$ cat src/rtl/bin_to_bcd_seq.sv
// Sequential binary-to-BCD converter (double dabble, one bit per clock) feeding 7-segment digit decoders.
// Optional leading-zero blanking is enabled by defining BCD_LEADING_ZERO_BLANK_EN.
module bin_to_bcd_seq #(
  parameter int WIDTH  = 32,
  parameter int DIGITS = 10
) (
  input  logic                  clock,
  input  logic                  reset_n,
  input  logic                  start,
  input  logic [WIDTH-1:0]      binary_input,
  output logic                  busy,
  output logic                  done,
  output logic [4*DIGITS-1:0]   bcd_output,
  output logic                  overflow,
  output logic [1:0]            dbg_state
);

  localparam int CNT_W = $clog2(WIDTH + 1);
  localparam int BCD_W = 4 * DIGITS;

  // Handshake: start is only looked at in IDLE; busy is high from the accepting
  // edge until FINISH, and done pulses for one cycle when bcd_output is updated.
  typedef enum logic [1:0] {
    S_IDLE   = 2'd0,
    S_SHIFT  = 2'd1,
    S_FINISH = 2'd2
  } state_t;

  state_t             r_state;
  logic [WIDTH-1:0]   r_shift;
  logic [BCD_W-1:0]   r_scratch;
  logic               r_acc;
  logic [CNT_W-1:0]   r_cnt;
  logic               r_busy;
  logic               r_done;
  logic [BCD_W-1:0]   r_bcd;
  logic               r_overflow;

  logic [BCD_W-1:0]   w_adj;
  logic [BCD_W-1:0]   w_result;

  always_comb begin
    w_adj = r_scratch;
    for (int k = 0; k < DIGITS; k++) begin
      if (r_scratch[4*k +: 4] >= 4'd5) begin
        w_adj[4*k +: 4] = r_scratch[4*k +: 4] + 4'd3;
      end
    end
  end

`ifdef BCD_LEADING_ZERO_BLANK_EN
  // Leading zero nibbles become 4'hF (blank on the decoder); units never blanked.
  always_comb begin
    logic lead;
    w_result = r_scratch;
    lead     = !r_acc;
    for (int k = DIGITS - 1; k >= 1; k--) begin
      if (lead && (r_scratch[4*k +: 4] == 4'd0)) begin
        w_result[4*k +: 4] = 4'hF;
      end else begin
        lead = 1'b0;
      end
    end
  end
`else
  assign w_result = r_scratch;
`endif

  always_ff @(posedge clock or negedge reset_n) begin
    if (!reset_n) begin
      r_state    <= S_IDLE;
      r_shift    <= '0;
      r_scratch  <= '0;
      r_acc      <= 1'b0;
      r_cnt      <= '0;
      r_busy     <= 1'b0;
      r_done     <= 1'b0;
      r_bcd      <= '0;
      r_overflow <= 1'b0;
    end else begin
      r_done <= 1'b0;
      case (r_state)
        S_IDLE: begin
          if (start) begin
            r_shift   <= binary_input;
            r_scratch <= '0;
            r_acc     <= 1'b0;
            r_cnt     <= '0;
            r_busy    <= 1'b1;
            r_state   <= S_SHIFT;
          end
        end
        S_SHIFT: begin
          // Bits leaving the top digit mean the value does not fit in DIGITS digits.
          r_scratch <= {w_adj[BCD_W-2:0], r_shift[WIDTH-1]};
          r_shift   <= {r_shift[WIDTH-2:0], 1'b0};
          r_acc     <= r_acc | w_adj[BCD_W-1];
          if (r_cnt == CNT_W'(WIDTH - 1)) begin
            r_state <= S_FINISH;
          end else begin
            r_cnt <= r_cnt + CNT_W'(1);
          end
        end
        S_FINISH: begin
          r_bcd      <= w_result;
          r_overflow <= r_acc;
          r_done     <= 1'b1;
          r_busy     <= 1'b0;
          r_state    <= S_IDLE;
        end
        default: begin
          r_state <= S_IDLE;
        end
      endcase
    end
  end

  assign busy       = r_busy;
  assign done       = r_done;
  assign bcd_output = r_bcd;
  assign overflow   = r_overflow;
  assign dbg_state  = r_state;

endmodule
$ cat config.mk
export PLATFORM = sky130hd
export DESIGN_NAME = bin_to_bcd_seq
export DESIGN_NICKNAME = d
export VERILOG_FILES = /design/src/rtl/bin_to_bcd_seq.sv
export SDC_FILE = /design/constraint.sdc
export NUM_CORES = 1
export LEC_CHECK = 0
export BUFFER_PORTS_ARGS = -buffer_cell sky130_fd_sc_hd__buf_2
export CAP_MARGIN = 20
export CORE_MARGIN = 8
export CORE_UTILIZATION = 30
export CTS_CLUSTER_SIZE = 25
export DETAILED_ROUTE_END_ITERATION = 12
export GPL_ROUTABILITY_DRIVEN = 0
export MAX_ROUTING_LAYER = met4
export SLEW_MARGIN = 10
export SYNTH_ARGS = -nofsm -noshare
export SYNTH_HDL_FRONTEND = slang
export SYNTH_SLANG_ARGS = --single-unit
$ cat constraint.sdc
create_clock -name clock -period 2.25 [get_ports clock]
set_clock_uncertainty 0.2 [all_clocks]
set_input_delay 0.225 -clock clock [delete_from_list [all_inputs] [get_ports clock]]
set_output_delay 0.225 -clock clock [all_outputs]
set_load 0.05 [all_outputs]
==> results.md, run 1 <==
- Vias in the first global route: approximately 4400
- Grt ovf: 0
- Tightest Hold Check Type: in -> async
- Largest net degree at the start of global routing: around 130
- Tcrit/Tclk final: ~90%
- N_diodes: 0
- Setup violators final: 0
- GRT Overall Usage: a little under an eighth
- NumNets Final: roughly 700
- CP Launch Type: flop
- Critical Path AT: 2150 ps
- Num CTS Buffers: 17
- Fmax: 0.4991 GHz
- # H-tree levels: 4
- Routed vias: about 4300
- Initial DRC Count: roughly 180
- CTS tree: built
- Crit path capture type: flop
- Psw: between 4000 and 5000 uW
- Die Y: 152.8 um
- Commonest non-fill, non-tap cells in the layout: 124 x dfrtp_1, 78 x buf_2, 66 x nor2_1
- Max_cap viols: 0
- Post-DP Area: roughly 0.0063 mm^2
- Internal power: roughly 6800 uW
- Fin. Hold Viols: 0
- Post-DP HPWL: around 8.3 mm
- WL final: 12.90 mm
- Area Growth Syn to Fin: 30.90%
- Peak VDD IR: 651.0 uV
- CTS resizes: 0
- Worst slew margin: a little over half
- PwrDens: between 1000 and 1500 mW/mm^2
- RSZ-0062 raised after global routing: no
- DR vias/cell: ~4.8
- Die W: roughly 150 um
- Sequential area share after synthesis: a little under three fifths
- Max FO, Critical Path: 20
- Setup TNS: 0 ps
- Static Leak: ~0.0034 uW
- DRC viols: 0
- Core Box Area: around 0.019 mm^2
- Number of antenna violations at the first check in global routing: 0
- # port buffers: ~80
- Layout filler cell count: approximately 1800
- CP Class: reg -> reg
- Syn avg cell area: roughly 11 um^2
- Fin. max-slew vios: 0
- First-pass GRT wire length: roughly 22 mm
- CTS sink cnt: roughly 120
- Antenna Nets Post-Route: 0
- Synthesized netlist cell count: about 530
- Synthesis Warnings: 0
- Setup Fix Bufs, Post-CTS: 0
- Minimum period implied by the final worst setup slack: around 2000 ps
- Distinct cells, synth: 32
- Drt pass-1 iters: 4
- Critical Path RT: between 2000 and 2500 ps
- Drt wl/cell: between 10 and 15 um
- Comb pwr share: a little under two fifths
- Max Buffers Root-to-Sink: 2
- Part of the power in registers: about a third
- Register bit total from synthesis: 124
- Share of layout cells above drive strength 1: roughly a quarter
- Status: complete, no violations
- Root Driver: clkbuf_16
- Clk pwr share: 28.5%
- Commonest non-fill, non-tap cell in the layout: dfrtp_1
- Synth Net Count: just under 600
- Final core occ: 39.70%
- Skew-Pair Late Insertion Delay: between 400 and 500 ps
- Netlist Area Pre-Place: approximately 0.0056 mm^2
- Site row count: 50
- Die area: 0.02335 mm^2
- CTS clk-pin slew, worst paths: 60 ps
- Hold Slack: around 230 ps
- Sw Share: around 38%
- Boundary pin count: 80
- Post-route cell area: 0.007351 mm^2
- Worst-Margin Slew: roughly 680 ps
- CTS Hold Buffers Added: 34
- Starting Density: around 30%
[synthesized netlist by cell type]
cell type / instances / area, um^2
nand2_4: 1 / 11.26
o21ai_0: 52 / 260.3
xnor2_1: 10 / 87.58
a32o_1: 10 / 100.1
nand3_1: 34 / 170.2
o32ai_1: 1 / 8.760
buf_1: 4 / 15.01
nor3_1: 4 / 20.02
nor3b_1: 1 / 7.510
mux2_2: 30 / 337.8
a21oi_1: 13 / 65.06
ha_1: 21 / 262.8
and4_1: 1 / 8.760
buf_6: 2 / 22.52
a311o_1: 1 / 10.01
or3b_1: 1 / 8.760
or2_2: 1 / 6.260
dfrtp_1: 124 / 3103
o22ai_1: 31 / 193.9
xor2_1: 10 / 87.58
nor2b_1: 1 / 6.260
nand2_1: 30 / 112.6
inv_1: 23 / 86.33
clkbuf_1: 9 / 33.78
buf_2: 17 / 85.08
a31oi_1: 1 / 6.260
mux2i_1: 1 / 10.01
nand3b_1: 1 / 7.510
nand2b_1: 11 / 68.82
and3_1: 1 / 6.260
nor2_1: 66 / 247.7
o31ai_1: 21 / 157.7
[metal layers]
| metal | global-route usage (%) | vias to the layer above | wire length [um] | part of all wire [%] |
|---|---|---|---|---|
| met5 | - | - | 0 | 0 |
| met4 | 4.807 | 0 | 199 | 1.5 |
| met3 | 3.383 | 19 | 516 | 4.0 |
| met2 | 19.06 | 78 | 6296 | 49 |
| met1 | 13.76 | 2099 | 5887 | 46 |
| li1 | - | 2115 | - | - |
[per-stage QoR]
| stage | setup slack, ps | power, uW | instances |
|---|---|---|---|
| CTS | 248.2 | 11030 | 898 |
| global route | 117.2 | 11670 | 898 |
| global placement | 311.5 | 7726 | 832 |
| finish | 246.4 | 10880 | 898 |
| detailed placement | 260.4 | 7808 | 832 |
| floorplan | 313.1 | 6747 | 534 |
[sequential cells by signal, summed over array words and instances, names as in the netlist]
signal and flops:
dbg_state 2, bcd_output 40, r_acc 1, r_scratch 40, done 1, r_cnt 6, r_shift 32, busy 1
overflow 1
[power groups by stage]
stage          Sequential, uW  Clock (uW)  Combinational, uW
2_1_floorplan            4020           0               2720
3_3_place_gp             3710           0               4010
3_5_place_dp             3720           0               4080
4_1_cts                  3690        3180               4150
5_1_grt                  3810        3260               4600
6_report                 3690        3100               4100
[final timing paths]
check,start,end,slack (ps),cells after the start
max in group asynchronous,reset_n,dbg_state[0],1110,3
max reg2reg,dbg_state[1],r_shift[27],250,5
max,dbg_state[1],r_shift[27],250,5
min,reset_n,bcd_output[12],230,3
min in group clock,bcd_output[17],bcd_output[17],270,2
min reg2reg,bcd_output[17],bcd_output[17],270,2
[final cells by class]
cell class                      instances  area [um^2]  area share [%]
Sequential cell                       124         3103           42.21
Timing Repair Buffer                  130        915.9           12.46
Inverter                               23        86.33           1.174
Clock buffer                           18        439.2           5.974
Tap cell                              234        292.8           3.983
Clock inverter                         14        231.5           3.149
Multi-Input combinational cell        355         2282           31.05
[cells by family (layout without fill, tap and decap cells)]
kind of cell,count (synthesis),count (layout),share of synthesized area (%)
buffers and inverters,55,185,4.322
adder cells (fa/ha/maj),21,21,4.679
multiplexers,31,31,6.194
AO/OA/AOI/OAI,130,130,14.28
XOR/XNOR,20,20,3.119
flip-flops,124,124,55.26
AND/OR/NAND/NOR,153,153,12.14
[critical path: stages (launching register included)]
cell and delay [ps]:
dfrtp_1 440, or3b_2 580, nand2_4 290, buf_4 260, nor2_1 60, nor2_1 100
No activity file was read; power rests on OpenSTA's default activity.
==> run 2, diff against run 1 <==
Settings changed: CTS_BUF_LIST set to sky130_fd_sc_hd__clkbuf_2 sky130_fd_sc_hd__clkbuf_4 sky130_fd_sc_hd__clkbuf_8, SETUP_SLACK_MARGIN set to 0.5.
==> results.md, run 2 (synthesis results as in run 1) <==
- Setup violators final: 0
- Commonest non-fill, non-tap cells in the layout: 120 x dfrtp_1, 78 x buf_2, 66 x nor2_1
- Minimum period implied by the final worst setup slack: 1751 ps
- Critical Path AT: 1930 ps
- Multi-input combinational cell area: ~0.0027 mm^2
- RSZ-0062 raised after global routing: yes
- Skew-Pair Late Insertion Delay: about 450 ps
- Post-DP Area: 0.006445 mm^2
- Status: complete, no violations
- Num CTS Buffers: 17
- Boundary pin count: 80
- Tcrit/Tclk final: between 70 and 80%
- Routed vias: roughly 4400
- Root Driver: clkbuf_8
- Largest net degree at the start of global routing: 73
- Worst Reg2Reg Path Length in Cells: 5
- Most used cell, CP: nor2_1
- # port buffers: 79
- Peak VDD IR: 538.6 uV
- Die area: around 0.023 mm^2
- Setup TNS: 0 ps
- Static Leak: 0.003618 uW
- NumNets Final: 740
- CP Cell Sequence: dlygate4sd3_1 > buf_2 > or3b_4 > buf_4 > nand2_4 > nor2_1 > nor2_1
- DR vias/cell: 4.766
- GRT Overall Usage: about an eighth
- CP Class: in -> reg
- Share of layout cells above drive strength 1: between 40% and 50%
- Die Y: around 150 um
- Non-Filler Instances: just over 900
- Number of antenna violations at the first check in global routing: 0
- Max_cap viols: 0
- Drt pass-1 iters: 5
- Flop2flop setup slack: roughly 510 ps
- Fin. max-slew vios: 0
- Critical Path RT: 2420 ps
- CP Launch Type: input port
- Post-route cell area: between 0.007 and 0.008 mm^2
- Critical path's slowest cell: dlygate4sd3_1
- Worst-Margin Slew: about 700 ps
- Critical Path Max Stage Delay: 540 ps
- N_diodes: 0
- Antenna Nets Post-Route: 0
- Hold Slack: between 100 and 150 ps
- First-pass GRT wire length: between 20 and 25 mm
- Initial DRC Count: ~280
- Worst slew margin: between 50% and 60%
- Inst Count DP: 826
- CTS tree: built
- Tightest Hold Check Type: in -> async
- RR Endpoint: r_shift[11]
- # H-tree levels: 4
- Site row count: 50
- WL final: roughly 15 mm
- Fin. Hold Viols: 0
- Max Buffers Root-to-Sink: 2
- Area Growth Syn to Fin: 40.73%
- DRC viols: 0
- CTS sink cnt: 124
- PwrDens: ~1500 mW/mm^2
- Layout filler cell count: between 1500 and 2000
- Crit Reg-Reg Startpoint: dbg_state[1]
- FF/Latch Area: around 0.0031 mm^2
- Vias in the first global route: around 4500
- Core Box Area: approximately 0.019 mm^2
- Grt ovf: 0
- Fmax: roughly 0.57 GHz
- Post-DP HPWL: about 8.4 mm
- Commonest non-fill, non-tap cell in the layout: dfrtp_1
- Crit path capture type: flop
- CTS clk-pin slew, worst paths: about 80 ps
- Die W: ~150 um
- Max FO, Critical Path: 13
- Starting Density: a little under a third
- Drt wl/cell: roughly 16 um
[run 2: worst max-delay path by stage]
stage	from	to	slack, ps	cells after the start
after floorplan	dbg_state[0]	r_scratch[11]	430	6
after global placement	r_scratch[16]	r_scratch[18]	380	6
after detailed placement	dbg_state[0]	r_shift[8]	330	5
after CTS	dbg_state[0]	r_shift[8]	480	5
after global routing	r_scratch[5]	r_scratch[6]	450	6
final	start	r_shift[11]	500	7
[run 2: cell type report]
class	count	area share, %
sequential	124	39.33
multi-input combinational	357	34.09
timing repair buffer	161	16.07
tap	234	3.705
clock buffer	22	3.673
clock inverter	10	2.042
inverter	23	1.092
[run 2: per-stage QoR]
step / utilization, % / total power (uW) / setup slack, ps
floorplan: - / 6968 / 425.1
global placement: 34.80 / 7886 / 377.5
detailed placement: 34.80 / 7958 / 332.2
CTS: 40.11 / 10700 / 476.0
global route: 42.68 / 12310 / 446.8
finish: 42.68 / 11510 / 498.8
[run 2: worst max-delay path, delay by kind of cell]
family | cells | cell delay, ps
buffers and inverters | 3 | 880
and+or+nand+nor | 4 | 820
[run 2: layer usage]
metal	GRT usage (%)	up-vias	share of wire (%)
met5	-	-	0
met4	4.241	0	1.4
met3	3.580	20	3.7
met2	19.21	94	48
met1	15.07	2141	47
li1	-	2182	-
[run 2: what timing repair did]
action | CTS | global route
endpoints found under the hold margin | 157 | 0
setup buffers | 11 | 23
resized for setup | 17 | 64
setup endpoints to repair | 55 | 46
pin swaps | 11 | 10
cloned | 1 | 4
hold buffers | 34 | 0
[run 2: report_power, final]
group          switching (uW)  internal (uW)  total (uW)
Clock                     914           1320        2230
Combinational            2920           2550        5470
Sequential                737           3060        3800
Total                    4570           6940       11500
==> run 3, diff against run 2 <==
Clock period 2.25 ns to 1.44 ns, I/O delays scaled along.
==> results.md, run 3 (synthesis results as in run 1) <==
- Largest net degree at the start of global routing: between 40 and 50
- GRT Overall Usage: ~15%
- Root Driver: clkbuf_8
- Clk pwr share: between 15 and 20%
- Starting Density: between 30% and 40%
- Pre-CTS WS: -331.3 ps
- CP Class: reg -> reg
- Peak VDD IR: roughly 1000 uV
- Area Growth Syn to Fin: 87.83%
- RR Endpoint: r_shift[3]
- First-pass GRT wire length: 27.28 mm
- CTS tree: built
- Flop2flop setup slack: -280 ps
- Die Y: about 150 um
- Post-DP HPWL: slightly above 10 mm
- CTS sink cnt: 124
- Drt pass-1 iters: 4
- Static Leak: around 0.0047 uW
- Num CTS Buffers: 17
- Grt ovf: 0
- Post-DP Area: 0.007363 mm^2
- Met2 WL: slightly below 10 mm
- Die area: between 0.02 and 0.025 mm^2
- Final worst setup slack: -281.5 ps
- Antenna Nets Post-Route: 0
- Kind of cell adding the most delay to the critical path: simple AND/OR/NAND/NOR gates
- CP Buf/Inv Count: 2
- Worst setup path end: r_shift[3]
- Critical path depth: 5
- Crit Reg-Reg Startpoint: dbg_state[0]
- Fmax: roughly 0.58 GHz
- Worst slew margin: ~77%
- Drt wl/cell: 17.29 um
- Vias in the first global route: around 5500
- Sw Share: a little under two fifths
- DR vias/cell: roughly 4.9
- Post-route cell area: between 0.01 and 0.015 mm^2
- Skew-Pair Late Insertion Delay: between 400 and 500 ps
- Share of layout cells above drive strength 1: 64.50%
- Site row count: 50
- Hold Slack: -602.8 ps
- Worst Reg2Reg Path Length in Cells: 5
- Fin. Hold Viols: between 100 and 150
- Status: finished with violations
- NumNets Final: slightly below 900
- Setup TNS: -24920 ps
- # H-tree levels: 4
- Final core occ: between 50% and 60%
- Tightest Hold Check Type: in -> async
- Psw: approximately 8600 uW
- Max FO, Critical Path: 5
- Crit path capture type: flop
- Number of antenna violations at the first check in global routing: 1
- DRC viols: 0
- # port buffers: 79
- Max Used Layer: met4
- Fin. max-slew vios: 0
- CTS Hold Buffers Added: 32
- Commonest non-fill, non-tap cells in the layout: 147 x buf_4, 79 x dfrtp_1, 63 x nor2_1
- Met1 WL: approximately 7.7 mm
- Critical Path Max Stage Delay: 470 ps
- Max_cap viols: 0
- Worst-Margin Slew: between 300 and 400 ps
- Routed vias: approximately 5300
- Core Box Area: around 0.019 mm^2
- CP Launch Point: dbg_state[0]
- CP Launch Type: flop
- CTS clk-pin slew, worst paths: roughly 70 ps
- Initial DRC Count: approximately 300
- PwrDens: about 2100 mW/mm^2
- Comb pwr share: 58.2%
- Critical Path RT: around 1600 ps
- Die W: ~150 um
- Part of the power in registers: 26.4%
- Critical Path AT: ~1900 ps
- Tot Pwr: between 20000 and 25000 uW
- WL final: 18.67 mm
- Max Buffers Root-to-Sink: 2
- Metal3 WL: between 800 and 900 um
- Critical path's slowest cell: or3b_4
- CP Cell Sequence: or3b_4 > buf_12 > clkbuf_16 > o22ai_2 > nor2_1
- RSZ-0062 raised after global routing: yes
- Failing checks: hold timing, setup timing
- Tcrit/Tclk final: 119.6%
- Commonest non-fill, non-tap cell in the layout: buf_4
- Minimum period implied by the final worst setup slack: between 1500 and 2000 ps
- Boundary pin count: 80
- Internal power: 13930 uW
- Setup violators final: approximately 130
run 3: changes by cell type in the layout (fill, tap and decap cells not counted), moves of 20 or more:
cell	before	now
buf_4	37	147
buf_2	78	33
buf_8	0	43
dfrtp_1	120	79
dfrtp_2	4	45
o21ai_0	34	11
o21ai_2	1	23
buf_6	1	21
nand2_1	28	8
run 3: layer usage:
| metal | up-vias | track usage (%) |
|---|---|---|
| met5 | - | - |
| met4 | 0 | 4.524 |
| met3 | 21 | 4.398 |
| met2 | 135 | 25.02 |
| met1 | 2684 | 16.52 |
| li1 | 2490 | - |
run 3: final cells by class:
| type | count | area (um^2) |
|---|---|---|
| fill | 1425 | 7970 |
| clock inverter | 7 | 135.1 |
| multi-input combinational | 355 | 3258 |
| tap | 234 | 292.8 |
| timing repair buffer | 312 | 3294 |
| sequential | 124 | 3159 |
| inverter | 23 | 93.84 |
| clock buffer | 24 | 311.5 |
| antenna | 1 | 2.502 |
run 3: what timing repair did:
action / 4_1_cts / 5_1_grt
buffers inserted: 27 / 45
resized for setup: 229 / 155
pin swaps: 22 / 40
cloned: 9 / 6
hold endpoints to repair: 157 / 125
endpoints found under the setup margin: 169 / 169
run 3: per-stage QoR:
step / cells / hold WS, ps
floorplan: 534 / -351.6
global placement: 929 / -123.4
detailed placement: 929 / -124.8
CTS: 1028 / -619.2
global route: 1080 / -614.0
finish: 1080 / -602.8
run 3: power by group through the flow:
stage          sequential, uW  clock [uW]  combinational, uW
2_1_floorplan            6400           0               4640
3_3_place_gp             5580           0               8540
3_5_place_dp             5660           0               8930
4_1_cts                  5820        3540              11100
5_1_grt                  6090        3690              14000
6_report                 5960        3470              13100
run 3: how the worst min path moves through the flow:
stage	slack, ps	depth (start not counted)	from	to
2_1_floorplan	-350	0	reset_n	bcd_output[0]
3_3_place_gp	-120	1	reset_n	busy
3_5_place_dp	-120	1	reset_n	busy
4_1_cts	-620	1	reset_n	busy
5_1_grt	-610	1	reset_n	r_shift[3]
6_report	-600	1	reset_n	busy
